--- src/rtl/rv32_instr_encoder_pkg.sv ---
// Shared types and constants for the RV32I instruction encoder / program loader.
// Opcode values match the control-unit decoder so encoded words round-trip.
package rv32_pkg;

    localparam logic [6:0] OP_R = 7'b0110011;
    localparam logic [6:0] OP_L = 7'b0000011;
    localparam logic [6:0] OP_S = 7'b0100011;
    localparam logic [6:0] OP_I = 7'b0010011;

    localparam logic [2:0] F3_ADD   = 3'b000;
    localparam logic [2:0] F3_SLL   = 3'b001;
    localparam logic [2:0] F3_LW_SW = 3'b010;
    localparam logic [2:0] F3_SR    = 3'b101;

    typedef enum logic [1:0] {
        T_R = 2'd0,
        T_L = 2'd1,
        T_S = 2'd2,
        T_I = 2'd3
    } instr_type_e;

    typedef enum logic [1:0] {
        IDLE = 2'd0,
        LOAD = 2'd1,
        DONE = 2'd2
    } enc_state_e;

    // Decoded field bundle; aluop = {func7[5], func3}
    typedef struct packed {
        instr_type_e itype;
        logic [3:0]  aluop;
        logic [4:0]  rd;
        logic [4:0]  rs1;
        logic [4:0]  rs2;
        logic [11:0] imm;
    } enc_req_t;

endpackage

--- src/rtl/rv32_instr_encoder_if.sv ---
// Field-bundle handshake plus instruction-memory write bus.
// slave = encoder side, master = producer / memory-model side.
interface rv32_instr_encoder_if #(
    parameter int ADDR_W = 32
);
    logic              in_valid;
    logic              in_ready;
    logic [1:0]        in_type;
    logic [3:0]        in_aluop;
    logic [4:0]        in_rd;
    logic [4:0]        in_rs1;
    logic [4:0]        in_rs2;
    logic [11:0]       in_imm;
    logic              imem_we;
    logic [ADDR_W-1:0] imem_addr;
    logic [31:0]       imem_wdata;

    modport slave (
        input  in_valid, in_type, in_aluop, in_rd, in_rs1, in_rs2, in_imm,
        output in_ready, imem_we, imem_addr, imem_wdata
    );

    modport master (
        output in_valid, in_type, in_aluop, in_rd, in_rs1, in_rs2, in_imm,
        input  in_ready, imem_we, imem_addr, imem_wdata
    );
endinterface

--- src/rtl/rv32_instr_encoder_pack.sv ---
// Combinational field packer: decoded bundle -> 32-bit R/L/S/I word plus
// an illegal flag for combinations the core would not decode.
module rv32_instr_pack
    import rv32_pkg::*;
(
    input  enc_req_t    req,
    output logic [31:0] word,
    output logic        illegal
);
    logic [2:0] f3;
    logic       f7b;

    assign f3  = req.aluop[2:0];
    assign f7b = req.aluop[3];

    // Format select; shifts carry func7[5] above a 5-bit shamt
    always_comb begin
        word    = '0;
        illegal = 1'b0;
        case (req.itype)
            T_R: begin
                word    = {1'b0, f7b, 5'b0, req.rs2, req.rs1, f3, req.rd, OP_R};
                illegal = f7b && (f3 != F3_ADD) && (f3 != F3_SR);
            end
            T_L: begin
                word    = {req.imm, req.rs1, F3_LW_SW, req.rd, OP_L};
                illegal = (f3 != F3_LW_SW);
            end
            T_S: begin
                word    = {req.imm[11:5], req.rs2, req.rs1, F3_LW_SW, req.imm[4:0], OP_S};
                illegal = (f3 != F3_LW_SW);
            end
            T_I: begin
                if (f3 == F3_SLL || f3 == F3_SR)
                    word = {1'b0, f7b, 5'b0, req.imm[4:0], req.rs1, f3, req.rd, OP_I};
                else
                    word = {req.imm, req.rs1, f3, req.rd, OP_I};
                illegal = f7b && (f3 != F3_SR);
            end
            default: ;
        endcase
    end
endmodule

--- src/rtl/rv32_instr_encoder.sv ---
// Streaming RV32I encoder / program loader. Packs field bundles and writes
// them sequentially to instruction memory, one cycle after acceptance.
// Optional: define IMEM_CHECKSUM_EN to add a running XOR checksum output.
module rv32_instr_encoder
    import rv32_pkg::*;
#(
    parameter int              ADDR_W    = 32,
    parameter logic [ADDR_W-1:0] BASE_ADDR = '0,
    parameter int              MEM_DEPTH = 64,
    localparam int             CW        = $clog2(MEM_DEPTH + 1)
) (
    input  logic                  clk,
    input  logic                  reset,
    input  logic                  start,
    input  logic                  finish,
    rv32_instr_encoder_if.slave   bus,
    output logic [CW-1:0]         word_count,
    output logic                  busy,
    output logic                  done,
`ifdef IMEM_CHECKSUM_EN
    output logic [31:0]           checksum,
`endif
    output logic                  err_illegal
);
    localparam logic [CW-1:0] LAST_CNT = CW'(MEM_DEPTH - 1);

    enc_state_e        state, state_n;
    enc_req_t          req;
    logic [31:0]       word;
    logic              illegal;
    logic              accept, last, restart;
    logic [CW-1:0]     acc_cnt;
    logic [ADDR_W-1:0] addr_cnt;

    assign req = '{itype: instr_type_e'(bus.in_type), aluop: bus.in_aluop,
                   rd: bus.in_rd, rs1: bus.in_rs1, rs2: bus.in_rs2, imm: bus.in_imm};

    rv32_instr_pack u_pack (
        .req     (req),
        .word    (word),
        .illegal (illegal)
    );

    assign bus.in_ready = (state == LOAD);
    assign busy         = (state == LOAD);
    assign done         = (state == DONE);
    assign accept       = bus.in_valid && bus.in_ready;
    // Illegal accepts count too, so the limit is on bundles, not words
    assign last         = accept && (acc_cnt == LAST_CNT);
    assign restart      = start && (state != DONE);

    // State register
    always_ff @(posedge clk or negedge reset) begin
        if (!reset) state <= IDLE;
        else        state <= state_n;
    end

    // Next state: start in LOAD restarts, start in DONE is ignored
    always_comb begin
        state_n = state;
        case (state)
            IDLE:    if (start) state_n = LOAD;
            LOAD:    if (!start && (finish || last)) state_n = DONE;
            DONE:    state_n = IDLE;
            default: state_n = IDLE;
        endcase
    end

    // Write register and session counters; a write accepted alongside a
    // restart still uses the pre-restart address
    always_ff @(posedge clk or negedge reset) begin
        if (!reset) begin
            bus.imem_we    <= 1'b0;
            bus.imem_addr  <= '0;
            bus.imem_wdata <= '0;
            addr_cnt       <= '0;
            acc_cnt        <= '0;
            word_count     <= '0;
            err_illegal    <= 1'b0;
`ifdef IMEM_CHECKSUM_EN
            checksum       <= '0;
`endif
        end else begin
            bus.imem_we <= accept && !illegal;
            if (accept && !illegal) begin
                bus.imem_addr  <= addr_cnt;
                bus.imem_wdata <= word;
            end
            if (restart) begin
                addr_cnt    <= BASE_ADDR;
                acc_cnt     <= '0;
                word_count  <= '0;
                err_illegal <= 1'b0;
`ifdef IMEM_CHECKSUM_EN
                checksum    <= '0;
`endif
            end else if (accept) begin
                acc_cnt <= acc_cnt + 1'b1;
                if (illegal) begin
                    err_illegal <= 1'b1;
                end else begin
                    addr_cnt   <= addr_cnt + ADDR_W'(4);
                    word_count <= word_count + 1'b1;
`ifdef IMEM_CHECKSUM_EN
                    checksum   <= checksum ^ word;
`endif
                end
            end
        end
    end
endmodule
--- src/flat_wrapper.sv ---
// flat-port wrapper written by rule: the top's interface ports become plain ports
module rv32_instr_encoder_flat import rv32_pkg::*;
#(
    parameter int              ADDR_W    = 32,
    parameter logic [ADDR_W-1:0] BASE_ADDR = '0,
    parameter int              MEM_DEPTH = 64,
    localparam int             CW        = $clog2(MEM_DEPTH + 1)
)
  (clk, reset, start, finish, word_count, busy, done, err_illegal, bus_in_valid, bus_in_type, bus_in_aluop, bus_in_rd, bus_in_rs1, bus_in_rs2, bus_in_imm, bus_in_ready, bus_imem_we, bus_imem_addr, bus_imem_wdata);
  rv32_instr_encoder_if #(.ADDR_W(ADDR_W)) bus_i ();
  input  logic clk;
  input  logic reset;
  input  logic start;
  input  logic finish;
  output logic [CW-1:0] word_count;
  output logic busy;
  output logic done;
  output logic err_illegal;
  input wire logic [$bits(bus_i.in_valid)-1:0] bus_in_valid;
  input wire logic [$bits(bus_i.in_type)-1:0] bus_in_type;
  input wire logic [$bits(bus_i.in_aluop)-1:0] bus_in_aluop;
  input wire logic [$bits(bus_i.in_rd)-1:0] bus_in_rd;
  input wire logic [$bits(bus_i.in_rs1)-1:0] bus_in_rs1;
  input wire logic [$bits(bus_i.in_rs2)-1:0] bus_in_rs2;
  input wire logic [$bits(bus_i.in_imm)-1:0] bus_in_imm;
  output wire logic [$bits(bus_i.in_ready)-1:0] bus_in_ready;
  output wire logic [$bits(bus_i.imem_we)-1:0] bus_imem_we;
  output wire logic [$bits(bus_i.imem_addr)-1:0] bus_imem_addr;
  output wire logic [$bits(bus_i.imem_wdata)-1:0] bus_imem_wdata;
  assign bus_i.in_valid = bus_in_valid;
  assign bus_i.in_type = bus_in_type;
  assign bus_i.in_aluop = bus_in_aluop;
  assign bus_i.in_rd = bus_in_rd;
  assign bus_i.in_rs1 = bus_in_rs1;
  assign bus_i.in_rs2 = bus_in_rs2;
  assign bus_i.in_imm = bus_in_imm;
  assign bus_in_ready = bus_i.in_ready;
  assign bus_imem_we = bus_i.imem_we;
  assign bus_imem_addr = bus_i.imem_addr;
  assign bus_imem_wdata = bus_i.imem_wdata;
  rv32_instr_encoder #(.ADDR_W(ADDR_W), .BASE_ADDR(BASE_ADDR), .MEM_DEPTH(MEM_DEPTH)) u_core (.clk(clk), .reset(reset), .start(start), .finish(finish), .bus(bus_i), .word_count(word_count), .busy(busy), .done(done), .err_illegal(err_illegal));
endmodule
--- config.mk ---
export PLATFORM = sky130hd
export DESIGN_NAME = rv32_instr_encoder_flat
export DESIGN_NICKNAME = d
export VERILOG_FILES = /design/src/rtl/rv32_instr_encoder_pkg.sv /design/src/rtl/rv32_instr_encoder_if.sv /design/src/rtl/rv32_instr_encoder_pack.sv /design/src/rtl/rv32_instr_encoder.sv /design/src/flat_wrapper.sv
export SDC_FILE = /design/constraint.sdc
export NUM_CORES = 1
export LEC_CHECK = 0
export ABC_AREA = 1
export BUFFER_PORTS_ARGS = -buffer_cell sky130_fd_sc_hd__buf_2
export CORE_MARGIN = 5
export CORE_UTILIZATION = 30
export DETAILED_ROUTE_END_ITERATION = 7
export GPL_TIMING_DRIVEN = 0
export SLEW_MARGIN = 25
export SYNTH_ARGS = -nofsm -noshare
export SYNTH_HDL_FRONTEND = slang
export SYNTH_SLANG_ARGS = --single-unit
--- constraint.sdc ---
create_clock -name clk -period 1.7 [get_ports clk]
set_input_delay 0.255 -clock clk [delete_from_list [all_inputs] [get_ports clk]]
set_output_delay 0.255 -clock clk [all_outputs]
set_load 0.02 [all_outputs]
# Yosys cells after proc, flatten, opt, wreduce, memory -nomap -nowiden
# Cells that the tools add are included.
# totals
regBits	114
inputBits	38
out_inout_bits	76
# classes
n_addsub	3
eq_ne	14
mux	17
n_reduce_logical	21
# ops
cell	count
$mux W32	4
$pmux W32 S4	1
$mux W7	5
$add A32 B3 Y32 const B	1
$add A7 B1 Y7 const B	2
$logic_and A1 B1 Y1	8
$ne A2 B2 Y1 const B	4
$eq A7 B6 Y1 const B	1
$eq A2 B2 Y1 const B	3
$reduce_and A2 Y1	3
$eq A2 B1 Y1 const B	2
$logic_not A2 Y1	2
$mux W2	2
$pmux W2 S2	1
$reduce_bool A2 Y1	2
$eq A3 B1 Y1 const B	1
$eq A3 B3 Y1 const B	1
$mux W1	3
$ne A3 B2 Y1 const B	1
$ne A3 B3 Y1 const B	1
$pmux W1 S3	1
$reduce_bool A3 Y1	1
$logic_not A1 Y1	2
$logic_or A1 B1 Y1	2
$reduce_or A2 Y1	1

# Longest topological paths before layout
# Gate-level depths: netlist (run 1).
# depth
depth_word	7
ltp_mapped	12
depth_no_buf	11

# By module
# A second synthesis (run 1) with hierarchy kept.
# hier_totals
cells_unflattened	694
hier_area_um2	5372.7
# modules_own_cells
mod	instances	cells_each	area_per_inst_um2
rv32_instr_encoder	1	600	4909.7
rv32_instr_pack	1	94	462.9

# Worst setup path before layout (run 1)
# OpenSTA, ideal clock, no wires.
# synth_path
path_type	input to register
from	input bus_in_type[0]
to	register u_core.addr_cnt[26]
setup_time_ps	118
arrival_time_ps	1463
required_ps	1582
slack_ps	119
stages	11
path_buffers	1
path_cell_list	inv_1 ha_1 o21ai_1 nand2_2 nand2_2 nand2_4 nand2_2 inv_2 buf_4 nand2_1 nand2_1
# synth_between
elab_chain_len	5
word_cells_on_any_way	8
# synth_rtl
element	line	source
start, declared	flat_wrapper.sv:20	input wire logic [$bits(bus_i.in_type)-1:0] bus_in_type;
$eq A2 B2 Y1 or $eq A2 B1 Y1 (tied branches)	rv32_instr_encoder_pack.sv:20	case (req.itype)
$reduce_or A2 Y1 (no source line)	--	
$pmux W1 S3 *	rv32_instr_encoder_pack.sv:20	
$ne A2 B2 Y1 (no source line) *	--	
$reduce_and A2 Y1 (no source line) *	--	
end signal, assigned	rv32_instr_encoder.sv:102	addr_cnt <= addr_cnt + ADDR_W'(4);
end, declared	rv32_instr_encoder.sv:33	logic [ADDR_W-1:0] addr_cnt;
# Every way passes the cells marked *; elsewhere a longest branch is shown, timed or not.
# A chain may end at the register's enable or synchronous reset.

# Worst setup path after layout (run 1)
# layout_path
from	input bus_in_type[0]
to	register u_core.addr_cnt[25]
# Same word-level chain as after synthesis.

==> impl_metrics.ini, run 1 <==
[outcome]
status = complete, no violations

[timing]
tightest_slew_ps = 585.0
finalMaxSlewViolations = 0
relSlewSlack_pct = 60.74
clock_skew_ps = 7.825
period_share_pct = 93.49
finalHoldViolCount = 0
setup_viol = 0
timing.fmax_mhz = 629.2
fin_crit_ps = 1589
fin_tns_setup_ps = 0

[floorplan]
die_x_um = 143.4
row_count = 48
coreArea_mm2 = 0.01736
pin_count = 114
design.die.area_mm2 = 0.02055
start_util_pct = 30.74
dieHeight_um = 143.4

[power_and_ir_drop]
switching_share_pct = 29.07
netSwitchingPower_uw = 1877
finalPower_uw = 6457
power_density_mw_per_mm2 = 969.3
vdd_ir_drop_max_mv = 0.6803
p_int_uw = 4580
p_seq_share_pct = 44.3
power_frac_comb_pct = 18.4
p_leak_uw = 0.003346
clockPowerShare_pct = 37.3

[placement]
place_hpwl_mm = 11.30
place_area_mm2 = 0.006206
gp_congestion = 0.9129
placed_cells = 1036
io_buffer_count = 108

[synthesis]
synth_warnings = 0
yosysSeqAreaShare_pct = 49.72
synthTopCellsByArea = dfrtp_1 50%, nand2_1 17%, nor2_1 6.0%
async_flop_share_pct = 100.0
yosys_register_bits = 106
synth_edf_count = 0
netlist-cell-type-count = 32
yosysTopAreaCellShare_pct = 49.72
syn_inst = 698
synth_ff_type = dfrtp_1
yosysMostFrequentCell = nand2_1
yosys.area.top_type = dfrtp_1
netlist_top_cells_count = 240 x nand2_1, 106 x dfrtp_1, 85 x nor2_1
syn-mean-instance-area_um2 = 7.643
synth_area_mm2 = 0.005335

[worst_setup_path]
worstSetupEndpointType = register
critPathLaunchType = primary input
critPathCapture = u_core.addr_cnt[25]$_DFFE_PN0P_
reg2reg_depth = 7
cp_max_fo = 10
cp.required_ps = 1990
r2r-end = u_core.addr_cnt[12]$_DFFE_PN0P_
path_class = primary input to register
crit_arrival_ps = 1880
critPathLaunch = bus_in_type[0]
regToRegSetupSlack_ps = 110
rr_startpoint = u_core.addr_cnt[8]$_DFFE_PN0P_

[clock_tree]
cts.clk_slew.worst_paths_ps = 70
cts.sinks = 106
clockBufferDepth = 2
clk_root_buffer_cell = clkbuf_16
cts_tree = built
insertion_delay_ps = 360
htree_levels = 3
cts_made_buffers = 9

[cells_and_area]
layout-drive-gt1-share_pct = 22.36
syn2layout_area_growth_pct = 24.86
post-route-util_pct = 38.38
final_area_mm2 = 0.006661
fill_cells = 1851
n_antenna_cell = 0
fin_nets = 872
fin_cells = 1057

[route]
dr.pass1.iters = 5
wirelength_mm = 15.04
top_layer_used = met4
viasPerCell = 4.614
dr_total_vias = 4877
detail-route-antenna-nets = 0
wl_met2_mm = 6.815
met1Wirelength_mm = 7.104
drt_iter0_markers = 311
wire_per_inst_um = 14.23
drc = 0
routed-wl-met3_um = 779

[global_route]
antenna_found_initial = 0
grt_usage_pct = 15.15
grt_pass1_vias = 4704
grt_max_degree = 67
overflow = 0
grt_pass1_wl_mm = 24.54

[hold_path]
hp-class = primary input to register

[job]
cap_violations = 0
## state kept, by name, indices dropped and copies added, names as in the netlist
| signal | cells |
|---|---|
| u_core.bus.imem_wdata | 28 |
| u_core.word_count | 7 |
| u_core.bus.imem_addr | 30 |
| u_core.bus.imem_we | 1 |
| u_core.err_illegal | 1 |
| u_core.state | 2 |
| u_core.acc_cnt | 7 |
| u_core.addr_cnt | 30 |
## power groups by stage
stage	sequential, uW	clock [uW]	combinational, uW
after floorplan	3170	0	426
after global placement	2900	0	1160
after detailed placement	2910	0	1180
after CTS	2860	2480	1190
after global routing	2890	2590	1300
final	2860	2410	1190
## kinds of logic after synthesis
logic type / share of synthesized area, %
xor+xnor: 0.9850
compound gates: 9.451
simple gates: 30.65
flops: 49.72
buf+inv: 7.481
other cells: 0.07029
fa+ha+maj: 1.642
## placed cells by master (no fill, tap or decap), drive strengths merged
cell type / instances
a21oi: 14
conb: 5
clkinv: 3
o21a: 2
nand3: 39
ha: 7
dfrtp: 106
o21ai: 74
a21o: 2
nor2: 87
bufinv: 3
clkinvlp: 1
nand4: 18
nor3: 2
o31ai: 2
nand2: 246
buf: 136
clkbuf: 14
inv: 59
nor3b: 1
o21bai: 1
and3: 1
nand3b: 1
or2: 1
dlygate4sd3: 1
xor2: 6
## timing repair
action / CTS / global route
hold endpoints to repair: 40 / 0
gates resized for setup: 2 / 22
pin swaps: 0 / 1
hold buffers: 1 / 0
setup endpoints to repair: 14 / 67
setup buffers: 0 / 4
## layer usage
metal	track usage, %	vias up
met2	23.71	137
met3	2.729	20
met5	0	-
met1	21.02	2246
li1	-	2474
met4	5.748	0
## critical path, stage by stage
cell	delay [ps]
buf_2	120
inv_1	110
ha_4	230
nor2_1	100
nor2_1	50
nand2_2	90
nand2_2	120
nand2_4	170
nand2_4	90
inv_2	160
buf_4	230
nand2_1	60
nand2_1	70
## worst min-delay path by stage
stage / slack (ps) / end / cells past startpoint / start
after global placement: 450 / u_core.bus.imem_wdata[15]$_DFFE_PN0P_ / 3 / bus_in_rs1[0]
after floorplan: -40 / u_core.acc_cnt[0]$_DFFE_PN0P_ / 0 / reset
after detailed placement: 200 / u_core.bus.imem_wdata[28]$_DFFE_PN0P_ / 1 / reset
final: 90 / u_core.bus.imem_wdata[18]$_DFFE_PN0P_ / 3 / bus_in_rs1[3]
after global routing: 90 / u_core.bus.imem_wdata[19]$_DFFE_PN0P_ / 3 / bus_in_rs1[4]
after CTS: 80 / u_core.bus.imem_wdata[16]$_DFFE_PN0P_ / 3 / bus_in_rs1[1]
## metrics by stage
| step | setup WS (ps) | hold slack [ps] |
|---|---|---|
| after global placement | -946.3 | 448.6 |
| after detailed placement | -348.0 | 200.1 |
| after global routing | -12.06 | 93.45 |
| after CTS | 15.43 | 78.36 |
| final | 110.6 | 91.82 |
| after floorplan | 118.8 | -40.59 |
## area by class of cell
cell class / count / area, um^2 / share of cell area (%)
clock inverters: 7 / 116.4 / 1.747
inverters: 59 / 226.5 / 3.400
flip-flops and latches: 106 / 2653 / 39.82
clock buffers: 9 / 225.2 / 3.381
multi-input cells: 509 / 2360 / 35.42
plain buffers: 28 / 185.2 / 2.780
well taps: 225 / 281.5 / 4.226
repair buffers: 114 / 614.3 / 9.222
No activity file was read; power rests on OpenSTA's default activity.
==> run 2: changes to the inputs <==
Settings changed: MAX_ROUTING_LAYER set to met4, REMOVE_ABC_BUFFERS set to 1.
==> run 2 against run 1 <==
Effect of this change:
- via count fell by 1.9%
- critical path depth shrank 6
- power up 0.12%
- maximum frequency fell by 0.69%
- first-iteration DRC count rose by 4.5%
- die area unchanged
==> impl_metrics.ini, run 2 (synthesis results as in run 1) <==
[outcome]
status = complete, no violations

[global_route]
overflow = 0
grt_pass1_wl_mm = 24.13
grt_pass1_vias = 4670
antenna_found_initial = 0
grt_usage_pct = 15.34
grt_max_degree = 66

[job]
cap_violations = 0

[timing]
rsz0062_at_grt = yes
clock_skew_ps = 7.306
period_share_pct = 94.14
fin_crit_ps = 1600
relSlewSlack_pct = 58.24
finalHoldViolCount = 0
holdWs_ps = 94.38
tightest_slew_ps = 626.4
setup_viol = 0
finalMaxSlewViolations = 0
timing.fmax_mhz = 624.9

[route]
dr_total_vias = 4785
drt_iter0_markers = 325
detail-route-antenna-nets = 0
viasPerCell = 4.632
wirelength_mm = 14.95
drc = 0
wire_per_inst_um = 14.47
dr.pass1.iters = 5

[worst_setup_path]
critPathLaunchType = register
cp.required_ps = 1930
path_class = register to register
worstSetupEndpointType = register
path_cells = inv_1 -> nor2_1 -> nor2_4 -> inv_8 -> nand2_8 -> inv_6 -> o21ai_0
cp_max_fo = 43
max_stage_delay_ps = 390
crit_slowest_cell = dfrtp_1
crit_arrival_ps = 1830

[cells_and_area]
reg_top3 = u_core.addr_cnt x30, u_core.bus.imem_addr x30, u_core.bus.imem_wdata x28
fin_nets = 848
fill_cells = 1815
syn2layout_area_growth_pct = 23.50
layout-drive-gt1-share_pct = 19.06
n_antenna_cell = 0
mostFrequentLayoutCell = nand2_1
layout_common_cells = 240 x nand2_1, 107 x buf_2, 105 x dfrtp_1

[placement]
place_hpwl_mm = 9.674
io_buffer_count = 108
gp_congestion = 0.8677

[clock_tree]
clockBufferDepth = 2
cts.sinks = 106
insertion_delay_ps = 350
htree_levels = 3
cts_tree = built
cts_made_buffers = 9
cts.clk_slew.worst_paths_ps = 70
clk_root_buffer_cell = clkbuf_16

[power_and_ir_drop]
finalPower_uw = 6465
p_leak_uw = 0.003266
power_density_mw_per_mm2 = 981.2
vdd_ir_drop_max_mv = 0.5742

[floorplan]
die_x_um = 143.4
design.die.area_mm2 = 0.02055
coreArea_mm2 = 0.01736
pin_count = 114
dieHeight_um = 143.4
start_util_pct = 30.74
row_count = 48

[hold_path]
hp-class = primary input to register
[run 2: layout make-up]
class                   count  area [um^2]  share of cell area (%)
clock buffers              12        246.5                   3.741
clock inverters             4        98.84                   1.500
repair buffers            115        663.1                   10.06
flip-flops and latches    106         2654                   40.28
multi-input cells         512         2404                   36.48
inverters                  59        241.5                   3.665
well taps                 225        281.5                   4.273
[run 2: power by group]
group / leakage [uW] / total (uW) / internal [uW] / switching (uW)
registers: 0.00143 / 2860 / 2740 / 114
logic: 0.00167 / 1180 / 375 / 805
clock network: 0.000167 / 2430 / 1490 / 943
[run 2: path summary, 6_finish.rpt]
path / from / to / cells after the start / slack (ps)
setup / recovery: u_core.state[1]$_DFFE_PN0P_ / u_core.addr_cnt[16]$_DFFE_PN0P_ / 7 / 100
hold / removal: bus_in_rs1[2] / u_core.bus.imem_wdata[17]$_DFFE_PN0P_ / 3 / 90
setup reg to reg: u_core.state[1]$_DFFE_PN0P_ / u_core.addr_cnt[16]$_DFFE_PN0P_ / 7 / 100
hold reg to reg: u_core.bus.imem_wdata[19]$_DFFE_PN0P_ / u_core.bus.imem_wdata[19]$_DFFE_PN0P_ / 2 / 480
max in group asynchronous: reset / u_core.word_count[3]$_DFFE_PN0P_ / 3 / 580
min in group asynchronous: reset / u_core.bus.imem_wdata[16]$_DFFE_PN0P_ / 2 / 480
[run 2: repair_timing]
item | CTS | global route
resized for setup | 13 | 11
hold endpoints to repair | 64 | 0
setup buffers | 1 | 1
hold buffers | 1 | 0
endpoints found under the setup margin | 94 | 25
pin swaps | 1 | 2
gates cloned | 2 | 2
[run 2: critical path, delay by kind of cell, from the launching register on]
family                 cells  cell delay [ps]
AOI/OAI and AO/OA          1              120
buffers and inverters      3              460
DFF                        1              390
and+or+nand+nor            3              460
[run 2: through the flow]
| stage | setup WS (ps) | setup TNS [ps] | utilization [%] | instances | area [um^2] |
|---|---|---|---|---|---|
| floorplan | -455.9 | -15360 | - | 674 | 5172 |
| detailed placement | -1417 | -68190 | 35.05 | 1010 | 6083 |
| global placement | -1373 | -180330 | 34.54 | 1007 | 5995 |
| finish | 99.63 | 0 | 37.96 | 1033 | 6589 |
| CTS | 3.212 | 0 | 37.60 | 1030 | 6526 |
| global route | -6.098 | -6.098 | 37.96 | 1033 | 6589 |
[run 2: layer usage]
layer / wire (um) / GRT usage, % / vias up
li1: - / - / 2423
met1: 7178 / 20.44 / 2232
met2: 6845 / 23.59 / 117
met3: 744 / 3.727 / 13
met4: 184 / 4.014 / 0
met5: 0 / - / -
